--- config.mk ---
export PLATFORM = sky130hd
export DESIGN_NAME = assay_dose_sequencer
export DESIGN_NICKNAME = d
export VERILOG_FILES = /design/src/rtl/assay_seq_pkg.sv /design/src/rtl/seg_timer.sv /design/src/rtl/assay_dose_sequencer.sv
export SDC_FILE = /design/constraint.sdc
export NUM_CORES = 1
export LEC_CHECK = 0
export CORE_MARGIN = 5
export CORE_UTILIZATION = 50
export CTS_BUF_LIST = sky130_fd_sc_hd__clkbuf_4 sky130_fd_sc_hd__clkbuf_8
export CTS_CLUSTER_SIZE = 24
export DETAILED_ROUTE_END_ITERATION = 8
export GPL_TIMING_DRIVEN = 0
export PLACE_DENSITY = 0.84
export SLEW_MARGIN = 20
export SYNTH_ARGS = -nofsm -noshare
export SYNTH_HDL_FRONTEND = slang
export SYNTH_SLANG_ARGS = --single-unit
--- constraint.sdc ---
create_clock -name clk -period 3.35 [get_ports clk]
set_input_delay 1.005 -clock clk [delete_from_list [all_inputs] [get_ports clk]]
set_output_delay 1.005 -clock clk [all_outputs]
set_load 0.005 [all_outputs]
--- src/rtl/assay_seq_pkg.sv ---
// Shared types and constants for the assay dose sequencer.
// Latency: n/a (declarations only).
// Backpressure: n/a.
package assay_seq_pkg;

  // Sequencer phases; DOSE also covers the single empty cycle when no inlet qualifies
  typedef enum logic [2:0] {
    ST_IDLE,
    ST_DOSE,
    ST_MIX,
    ST_FLUSH,
    ST_DONE
  } seq_state_t;

  localparam int CNT_W_DEF = 16;  // default width of dwell/mix/flush counts
  localparam int N_CH_MAX  = 16;  // largest supported number of reagent inlets

endpackage

--- src/rtl/seg_timer.sv ---
// Segment down-counter shared by every dose/mix/flush segment of the sequencer.
// Latency: load takes effect at the next edge; zero reflects the registered count.
// Backpressure: none; the counter holds at zero until reloaded.
module seg_timer
  import assay_seq_pkg::*;
#(
  parameter int CNT_W = CNT_W_DEF
) (
  input  logic             clk,
  input  logic             rst,
  input  logic             load,
  input  logic [CNT_W-1:0] load_val,
  output logic             zero
);

  logic [CNT_W-1:0] cnt;

  // Load length-1 on segment entry, then count down and stick at zero
  always_ff @(posedge clk or posedge rst) begin
    if (rst) begin
      cnt <= '0;
    end else if (load) begin
      cnt <= load_val;
    end else if (cnt != '0) begin
      cnt <= cnt - CNT_W'(1);
    end
  end

  assign zero = (cnt == '0);

endmodule

--- src/rtl/assay_dose_sequencer.sv ---
// Programmable inlet-dose / mix / flush valve sequencer; option macro SEQ_ABORT_FLUSH_EN flushes the outlet on abort.
// Latency: all outputs registered; busy and the first open valve rise the cycle after start is sampled.
// Backpressure: none; start is ignored while a run is in progress, inputs are latched at start.
module assay_dose_sequencer
  import assay_seq_pkg::*;
#(
  parameter int N_CH  = 3,
  parameter int CNT_W = CNT_W_DEF
) (
  input  logic                  clk,
  input  logic                  rst,
  input  logic                  start,
  input  logic                  abort,
  input  logic [N_CH-1:0]       ch_mask,
  input  logic [N_CH*CNT_W-1:0] dwell,
  input  logic [CNT_W-1:0]      mix_cycles,
  input  logic [CNT_W-1:0]      flush_cycles,
  output logic [N_CH-1:0]       valve_o,
  output logic                  mix_pump_o,
  output logic                  flush_o,
  output logic                  busy,
  output logic                  done,
  output logic                  aborted
);

  localparam int CH_W = (N_CH > 1) ? $clog2(N_CH) : 1;
  localparam logic [CNT_W-1:0] C1 = CNT_W'(1);

  seq_state_t state, n_state;
  logic [CH_W-1:0]       cur_ch, n_ch;
  logic [N_CH-1:0]       sh_mask;
  logic [N_CH*CNT_W-1:0] sh_dwell;
  logic [CNT_W-1:0]      sh_mix, sh_flush;

  logic [N_CH-1:0]  n_valve;
  logic             n_mix, n_flush, n_busy, n_done, n_abrt, lat;
  logic             tmr_load, tmr_zero;
  logic [CNT_W-1:0] tmr_val;
  logic             enter_mix, enter_flush, enter_done;

  logic             live_hit, sh_hit;
  logic [CH_W-1:0]  live_ch, sh_ch;
  logic [N_CH-1:0]  live_oh, sh_oh;
  logic [CNT_W-1:0] live_len, sh_len;

`ifdef SEQ_ABORT_FLUSH_EN
  logic ab_flush, n_abf;
`endif

  seg_timer #(.CNT_W(CNT_W)) u_timer (
    .clk      (clk),
    .rst      (rst),
    .load     (tmr_load),
    .load_val (tmr_val),
    .zero     (tmr_zero)
  );

  // Priority encoders: lowest qualifying inlet in the live inputs, and above cur_ch in the shadow copy
  always_comb begin
    live_hit = 1'b0; live_ch = '0; live_oh = '0; live_len = '0;
    sh_hit   = 1'b0; sh_ch   = '0; sh_oh   = '0; sh_len   = '0;
    for (int i = N_CH - 1; i >= 0; i--) begin
      if (ch_mask[i] && (dwell[i*CNT_W +: CNT_W] != '0)) begin
        live_hit = 1'b1;
        live_ch  = CH_W'(i);
        live_oh  = '0;
        live_oh[i] = 1'b1;
        live_len = dwell[i*CNT_W +: CNT_W];
      end
      if (sh_mask[i] && (sh_dwell[i*CNT_W +: CNT_W] != '0) && (i > int'(cur_ch))) begin
        sh_hit = 1'b1;
        sh_ch  = CH_W'(i);
        sh_oh  = '0;
        sh_oh[i] = 1'b1;
        sh_len = sh_dwell[i*CNT_W +: CNT_W];
      end
    end
  end

  // Next phase, next registered drives and timer reload; zero-length segments fall through in one step
  always_comb begin
    n_state = state;   n_ch = cur_ch;   n_valve = valve_o;
    n_mix = mix_pump_o; n_flush = flush_o; n_busy = busy;
    n_done = 1'b0;     n_abrt = 1'b0;   lat = 1'b0;
    tmr_load = 1'b0;   tmr_val = '0;
    enter_mix = 1'b0;  enter_flush = 1'b0; enter_done = 1'b0;
`ifdef SEQ_ABORT_FLUSH_EN
    n_abf = ab_flush;
`endif
    case (state)
      ST_IDLE: begin
        if (start && !abort) begin
          lat = 1'b1; n_busy = 1'b1; n_state = ST_DOSE; tmr_load = 1'b1;
          n_ch    = live_hit ? live_ch : '0;
          n_valve = live_hit ? live_oh : '0;
          tmr_val = live_hit ? (live_len - C1) : '0;
        end
      end
      ST_DOSE: begin
        if (tmr_zero) begin
          n_valve = '0;
          if (sh_hit) begin
            n_ch = sh_ch; n_valve = sh_oh; tmr_load = 1'b1; tmr_val = sh_len - C1;
          end else begin
            enter_mix = 1'b1;
          end
        end
      end
      ST_MIX: begin
        if (tmr_zero) begin
          n_mix = 1'b0; enter_flush = 1'b1;
        end
      end
      ST_FLUSH: begin
`ifdef SEQ_ABORT_FLUSH_EN
        if (ab_flush) begin
          // aborted marks the final flush cycle of an abort-induced flush
          if (aborted) begin
            n_state = ST_IDLE; n_flush = 1'b0; n_busy = 1'b0; n_abf = 1'b0;
          end else if (tmr_zero) begin
            n_abrt = 1'b1;
          end
        end else
`endif
        if (tmr_zero) begin
          n_flush = 1'b0; enter_done = 1'b1;
        end
      end
      ST_DONE: begin
        n_state = ST_IDLE; n_busy = 1'b0;
      end
      default: n_state = ST_IDLE;
    endcase

    if (enter_mix) begin
      if (sh_mix != '0) begin
        n_state = ST_MIX; n_mix = 1'b1; tmr_load = 1'b1; tmr_val = sh_mix - C1;
      end else begin
        enter_flush = 1'b1;
      end
    end
    if (enter_flush) begin
      if (sh_flush != '0) begin
        n_state = ST_FLUSH; n_flush = 1'b1; tmr_load = 1'b1; tmr_val = sh_flush - C1;
      end else begin
        enter_done = 1'b1;
      end
    end
    if (enter_done) begin
      n_state = ST_DONE; n_done = 1'b1; n_valve = '0; n_mix = 1'b0; n_flush = 1'b0;
    end

`ifdef SEQ_ABORT_FLUSH_EN
    // Abort in DOSE/MIX diverts to a flush of at least one cycle; the last flush cycle carries aborted
    if (abort && (state == ST_DOSE || state == ST_MIX)) begin
      n_state = ST_FLUSH; n_valve = '0; n_mix = 1'b0; n_flush = 1'b1; n_done = 1'b0;
      n_abf = 1'b1; tmr_load = 1'b1;
      if (sh_flush <= C1) begin
        n_abrt = 1'b1; tmr_val = '0;
      end else begin
        n_abrt = 1'b0; tmr_val = sh_flush - CNT_W'(2);
      end
    end
`else
    // Abort in any active phase drops every drive and returns straight to IDLE
    if (abort && (state == ST_DOSE || state == ST_MIX || state == ST_FLUSH)) begin
      n_state = ST_IDLE; n_valve = '0; n_mix = 1'b0; n_flush = 1'b0;
      n_busy = 1'b0; n_done = 1'b0; n_abrt = 1'b1; tmr_load = 1'b0;
    end
`endif
  end

  // Register phase, drives, status pulses and the run configuration captured at start
  always_ff @(posedge clk or posedge rst) begin
    if (rst) begin
      state <= ST_IDLE; cur_ch <= '0; valve_o <= '0;
      mix_pump_o <= 1'b0; flush_o <= 1'b0; busy <= 1'b0; done <= 1'b0; aborted <= 1'b0;
      sh_mask <= '0; sh_dwell <= '0; sh_mix <= '0; sh_flush <= '0;
`ifdef SEQ_ABORT_FLUSH_EN
      ab_flush <= 1'b0;
`endif
    end else begin
      state <= n_state; cur_ch <= n_ch; valve_o <= n_valve;
      mix_pump_o <= n_mix; flush_o <= n_flush; busy <= n_busy; done <= n_done; aborted <= n_abrt;
`ifdef SEQ_ABORT_FLUSH_EN
      ab_flush <= n_abf;
`endif
      if (lat) begin
        sh_mask <= ch_mask; sh_dwell <= dwell; sh_mix <= mix_cycles; sh_flush <= flush_cycles;
      end
    end
  end

endmodule

# ---- Word-level counts from Yosys, hierarchy flattened
# Cells that the tools add are included.
dict set report classes {
  add_sub_neg 5
  multipliers 0
  n_div 0
  n_lt_le_gt_ge 2
  eq_ne 10
  shift 0
  mux 89
  bitwise 0
  n_reduce_logical 30
}
# operator count
set op_table {}
lappend op_table {{2-to-1 mux 16 bit} 15}
lappend op_table {{nonzero test 16 bit} 8}
lappend op_table {{subtractor 16 x 1 -> 16 bit (second input constant)} 5}
lappend op_table {{2-to-1 mux 3 bit} 18}
lappend op_table {{2-to-1 mux 1 bit} 41}
lappend op_table {{one-hot mux 16 bit (2 select lines)} 1}
lappend op_table {{2-to-1 mux 2 bit} 9}
lappend op_table {{zero test 16 bit} 1}
lappend op_table {{one-hot mux 3 bit (2 select lines)} 2}
lappend op_table {{logical AND 1 bit} 9}
lappend op_table {{== test 3 x 2 -> 1 bit (second input constant)} 2}
lappend op_table {{!= test 2 bit (second input constant)} 3}
lappend op_table {{!= test 4 x 3 -> 1 bit (second input constant)} 1}
lappend op_table {{!= test 4 bit (second input constant)} 1}
lappend op_table {{one-hot mux 1 bit (2 select lines)} 2}
lappend op_table {{one-hot mux 2 bit (2 select lines)} 1}
lappend op_table {{AND reduction 4 bit} 1}
lappend op_table {{nonzero test 2 bit} 2}
lappend op_table {{nonzero test 4 bit} 1}
lappend op_table {{== test 3 x 1 -> 1 bit (second input constant)} 1}
lappend op_table {{== test 3 bit (second input constant)} 1}
lappend op_table {{zero test 3 bit} 1}
lappend op_table {{!= test 3 bit (second input constant)} 1}
lappend op_table {{AND reduction 3 bit} 1}
lappend op_table {{7 further kinds} 8}
dict set report totals {
  regBits 112
  latch_bits 0
  ram_bits 0
  mem_bits_ro 0
  input_bits 87
  output_inout_bits 8
  word_cells 149
  n_memories 0
}

# ---- Logic depth before layout (Yosys ltp)
dict set report depth {
  word_depth 14
  ltp_mapped 14
  mapped_depth_nobuf 13
}

# ---- By module
# Synthesis repeated with hierarchy kept, for this count alone.
dict set report unflattened {
  hier_cells 865
  area_unflattened_um2 6620.1
}
# module n_inst cells_per_inst area_per_inst_um2 seq_area_each_um2
set modules_own_cells {}
lappend modules_own_cells {assay_dose_sequencer 1 757 5637.9 1976.9}
lappend modules_own_cells {seg_timer 1 108 982.2 400.4}

# ---- Worst setup path after synthesis
# Ideal clock, no wire load.
dict set report synth_path {
  path_type {in2reg}
  from {input dwell[8]}
  to {register u_timer.cnt[4]}
  setup_ps 120
  t_arrival_ps 3878
  setup_slack_ps -648
  stages 13
  path_cell_list {or4_1 o41ai_4 buf_6 buf_4 nor2_1 a21oi_1 inv_1 ha_1 and4_1 clkbuf_1 o21ai_0 o211ai_1 a31o_2}
}
dict set report synth_between {
  elab_chain_len 12
  word_cells_on_any_way 13
  classes_between {add/sub (1); mux (10); reduce/logical (2)}
}
# item line_no
set synth_lines {}
lappend synth_lines {{start, declared} assay_dose_sequencer.sv:15} ;# input logic [N_CH*CNT_W-1:0] dwell,
lappend synth_lines {{nonzero test 16 bit *} assay_dose_sequencer.sv:63} ;# if (ch_mask[i] && (dwell[i*CNT_W +: CNT_W] != '0)) begin
lappend synth_lines {{logical AND 1 bit *} assay_dose_sequencer.sv:63}
lappend synth_lines {{2-to-1 mux 16 bit} assay_dose_sequencer.sv:63}
lappend synth_lines {{subtractor 16 x 1 -> 16 bit} assay_dose_sequencer.sv:96} ;# tmr_val = live_hit ? (live_len - C1) : '0;
lappend synth_lines {{2-to-1 mux 16 bit *} assay_dose_sequencer.sv:96}
lappend synth_lines {{2-to-1 mux 16 bit *} assay_dose_sequencer.sv:92} ;# if (start && !abort) begin
lappend synth_lines {{one-hot mux 16 bit (2 select lines) *} assay_dose_sequencer.sv:90} ;# case (state)
lappend synth_lines {{2-to-1 mux 16 bit} assay_dose_sequencer.sv:136} ;# if (sh_mix != '0) begin
lappend synth_lines {{2-to-1 mux 16 bit *} assay_dose_sequencer.sv:135} ;# if (enter_mix) begin
lappend synth_lines {{2-to-1 mux 16 bit} assay_dose_sequencer.sv:143} ;# if (sh_flush != '0) begin
lappend synth_lines {{2-to-1 mux 16 bit *} assay_dose_sequencer.sv:142} ;# if (enter_flush) begin
lappend synth_lines {{2-to-1 mux 16 bit *} seg_timer.sv:22} ;# end else if (load) begin
lappend synth_lines {{end signal, assigned} seg_timer.sv:23} ;# cnt <= load_val;
lappend synth_lines {{end signal, assigned} seg_timer.sv:25} ;# cnt <= cnt - CNT_W'(1);
lappend synth_lines {{end, declared} seg_timer.sv:16} ;# logic [CNT_W-1:0] cnt;
# Mark *: on every way between the ends. The rest lies on a longest branch, timed or not.
# A chain may end at the register's enable or synchronous reset.

# ---- Worst setup path after layout
dict set report layout_path {
  from {input dwell[22]}
  to {register u_timer.cnt[4]}
}
dict set report layout_between {
  elab_chain_len 13
  word_cells_on_any_way 15
  classes_between {add/sub (1); mux (12); reduce/logical (2)}
}
# item line_no
set layout_lines {}
lappend layout_lines {{nonzero test 16 bit *} assay_dose_sequencer.sv:63}
lappend layout_lines {{logical AND 1 bit *} assay_dose_sequencer.sv:63}
lappend layout_lines {{2-to-1 mux 16 bit (2 in a row)} assay_dose_sequencer.sv:63}
lappend layout_lines {{subtractor 16 x 1 -> 16 bit} assay_dose_sequencer.sv:96}
lappend layout_lines {{2-to-1 mux 16 bit *} assay_dose_sequencer.sv:96}
lappend layout_lines {{2-to-1 mux 16 bit *} assay_dose_sequencer.sv:92}
lappend layout_lines {{one-hot mux 16 bit (2 select lines) *} assay_dose_sequencer.sv:90}
lappend layout_lines {{2-to-1 mux 16 bit} assay_dose_sequencer.sv:136}
lappend layout_lines {{2-to-1 mux 16 bit *} assay_dose_sequencer.sv:135}
lappend layout_lines {{2-to-1 mux 16 bit} assay_dose_sequencer.sv:143}
lappend layout_lines {{2-to-1 mux 16 bit *} assay_dose_sequencer.sv:142}
lappend layout_lines {{2-to-1 mux 16 bit *} seg_timer.sv:22}
# Marks and branches as above.

==> metrics.yaml <==
outcome:
  status: "finished with violations"
  violations: "setup timing"
finish:
  nFillCells: 997
  syn_to_final_growth_pct: 30.8
  drive_gt1_share_pct: 28.7
  num-nets-final: 957
  diodes: 0
  multi_input_area_um2: 4550
  seq_area_um2: 2380
synthesis:
  ys_seq_area_share_pct: 35.5
  synthXorXnorAreaFrac_pct: 6.93
  synth_area_per_cell_um2: 9.24
  synth.top_cell.area_share_pct: 35.5
  synth_common_cells: "dfrtp_1 (95), mux2_2 (67), nor2_1 (59)"
  yosysWarnings: 0
  synth_simple_gate_area_share_pct: 22.7
  synth-edff-count: 0
  netlist_instances: 725
  synth_top_family_by_area: "simple AND/OR/NAND/NOR gates"
  ys_seq_elements: 95
  synth.distinct_cells: 73
  synth_area_leaders: "dfrtp_1 (36%), mux2_2 (11%), xnor2_1 (4.1%), nor2_1 (3.3%), a21oi_1 (3.0%)"
  async_flop_share_pct: 100
  synth_fa_ha_area_share_pct: 1.31
  yosys.area.top_type: "dfrtp_1"
  syn_nets: 819
  synth_flop_cell: "dfrtp_1"
  yosysMostFrequentCell: "dfrtp_1"
  synth-compound-area-share_pct: 17.6
  synthMuxAreaShare_pct: 12.9
  synth_area_um2: 6700
die:
  fp.coreArea_um2: 13200
  io_pins: 95
  rows: 42
  initial_core_util_pct: 50.8
  dieArea_um2: 15800
  die_y_um: 126
  fp.dieW_um: 126
cts:
  htreeDepth: 3
  cts_root_buf: "clkbuf_8"
  clock_sinks: 95
  cts_buffers: 9
  holdBufCountCts: 0
  tritoncts: "built"
  clk_path_buf_depth: 2
  clkTransAtPathRegs_ns: 0.09
  clk_latency_ns: 0.41
worst_setup_path:
  cpMaxStageDelayCell: "or4_4"
  rrSetupSlack_ns: 0.02
  crit_top_cell: "buf_8"
  worst_r2r_endpoint: "u_timer.cnt[10]"
  reg2reg_depth: 12
  crit_path_max_fanout: 7
  startpoint_type: "input port"
  max_stage_delay_ns: 0.54
  crit_chain: "buf_8, or4_4, o41ai_4, buf_6, buf_8, a32oi_4, a21oi_4, inv_2, ha_4, and4_4, o21ai_2, o211ai_1, a31o_2"
  crit_path_end_kind: "flop"
  cp.arrival_ns: 3.66
  critical_path_class: "input port to flop"
  rr_startpoint: "sh_dwell[34]"
  required_ns: 3.65
worst_hold_path:
  holdCritPathClass: "flop to flop"
  hp-start: "valve_o[2]"
  hold_depth: 2
  whs_endpoint: "valve_o[2]"
placement:
  dp_hpwl_mm: 16.4
  routabilityCongestion: 0.992
  port_buffers: 92
route:
  drc_errors: 0
  wl_met1_mm: 9.10
  ant_nets: 0
  wl_mm: 22.8
  wl_per_cell_um: 21.8
  route.met3.wl_mm: 2.38
  via_per_inst: 6.56
  vias: 6846
  drtIter0Drc: 749
  met2_length_mm: 10.3
  first_pass_iters: 5
  top_layer: "met4"
timing:
  slew_violations: 0
  fin_ws_ns: -0.0126
  worstMarginPinSlew_ns: 0.773
  finalHoldViolations: 0
  rsz0062_at_grt: "yes"
  tns_ns: -0.0126
  fin_crit_ns: 3.36
  setup_violations: 1
  period_share_pct: 100
  max_slew_margin_pct: 48.0
  skew_ns: 0.0141
  whs_ns: 0.482
  clock.fmax_ghz: 0.297
pwr:
  p_per_area_nw_per_um2: 716
  peakVddDrop_uv: 393
  leakage_nw: 3.36
grt:
  grt_pass1_vias: 6463
  grt.total_usage_pct: 28.1
  antenna_found_initial: 0
  grt_max_degree: 31
  grt_pass1_wl_mm: 35.3
  overflow: 0
job:
  maxCapViolCount: 0
## kinds of logic after synthesis
kind of cell | count (synthesis)
xor+xnor | 53
flops | 95
simple gates | 278
mux | 78
buf+inv | 48
compound gates | 166
fa+ha+maj | 7
## worst max-delay path by stage
stage / start / end / slack, ns / depth (start not counted)
after floorplan: dwell[3] / u_timer.cnt[4] / -0.37 / 13
after global placement: dwell[27] / u_timer.cnt[4] / -1.24 / 14
after detailed placement: dwell[27] / u_timer.cnt[4] / -1.28 / 14
after CTS: dwell[31] / u_timer.cnt[4] / -0.03 / 13
after global routing: dwell[9] / u_timer.cnt[14] / -0.13 / 10
final: dwell[22] / u_timer.cnt[4] / -0.01 / 13
## worst max-delay path: cells and delay by family
family          cells  cell delay [ns]
compound gates      6             1.30
fa+ha+maj           1             0.17
buf+inv             4             0.46
simple gates        2             0.72
## area by class of cell
type                    count  area share (%)
flip-flops and latches     95            27.2
plain buffers              31            2.00
well taps                 176            2.51
inverters                  13           0.600
multi-input cells         582            51.9
clock inverters             4           0.371
clock buffers              11            1.66
repair buffers            131            13.8
## report_power, final
| group | switching [mW] | leakage [nW] | internal [mW] | total (mW) |
|---|---|---|---|---|
| logic | 1.62 | 2.13 | 1.51 | 3.13 |
| clock network | 0.431 | 0.0850 | 0.297 | 0.728 |
| registers | 0.730 | 1.14 | 1.69 | 2.42 |
## per-layer routing
metal / up-vias / track usage (%)
met5: - / 0
met4: 0 / 12.0
met3: 83 / 6.39
met2: 431 / 43.1
met1: 3298 / 38.3
li1: 3034 / -
## state kept, by name, indices dropped and copies added, names as in the netlist
register and count:
valve_o 3, sh_flush 16, sh_dwell 32, u_timer.cnt 16
cur_ch 2, flush_o 1, state 3, busy 1
sh_mask 2, done 1, sh_mix 16, aborted 1
mix_pump_o 1
## placed cells by master, fill, tap and decap left out, types with 12 or more instances in the layout
master,synthesis,routed
nor2_1,59,56
o21ai_0,25,20
clkbuf_1,25,17
nand3_1,21,17
xnor2_1,31,29
a32oi_1,15,12
a21oi_1,40,33
xor2_1,22,22
mux2_2,67,67
nor3_1,30,28
clkdlybuf4s50_1,0,60
clkbuf_2,0,19
buf_4,1,34
nand2_1,51,51
nor4_1,22,20
nand4_1,12,12
dfrtp_1,95,92
## per-stage QoR
step	instances	total power, mW	setup WS [ns]	area [um^2]	util, %
final	1043	6.28	-0.0126	8760	66.4
after global routing	1043	6.62	-0.133	8760	66.4
after CTS	1035	5.98	-0.0255	8610	65.3
after detailed placement	996	5.05	-1.28	7990	60.5
after global placement	993	4.95	-1.24	7920	60.0
after floorplan	725	4.14	-0.370	6780	-
## timing repair
item,in CTS,in global routing
setup buffers,28,9
gates resized for setup,120,73
pin swaps,35,27
setup endpoints to repair,22,18
No activity file was read; power rests on OpenSTA's default activity.
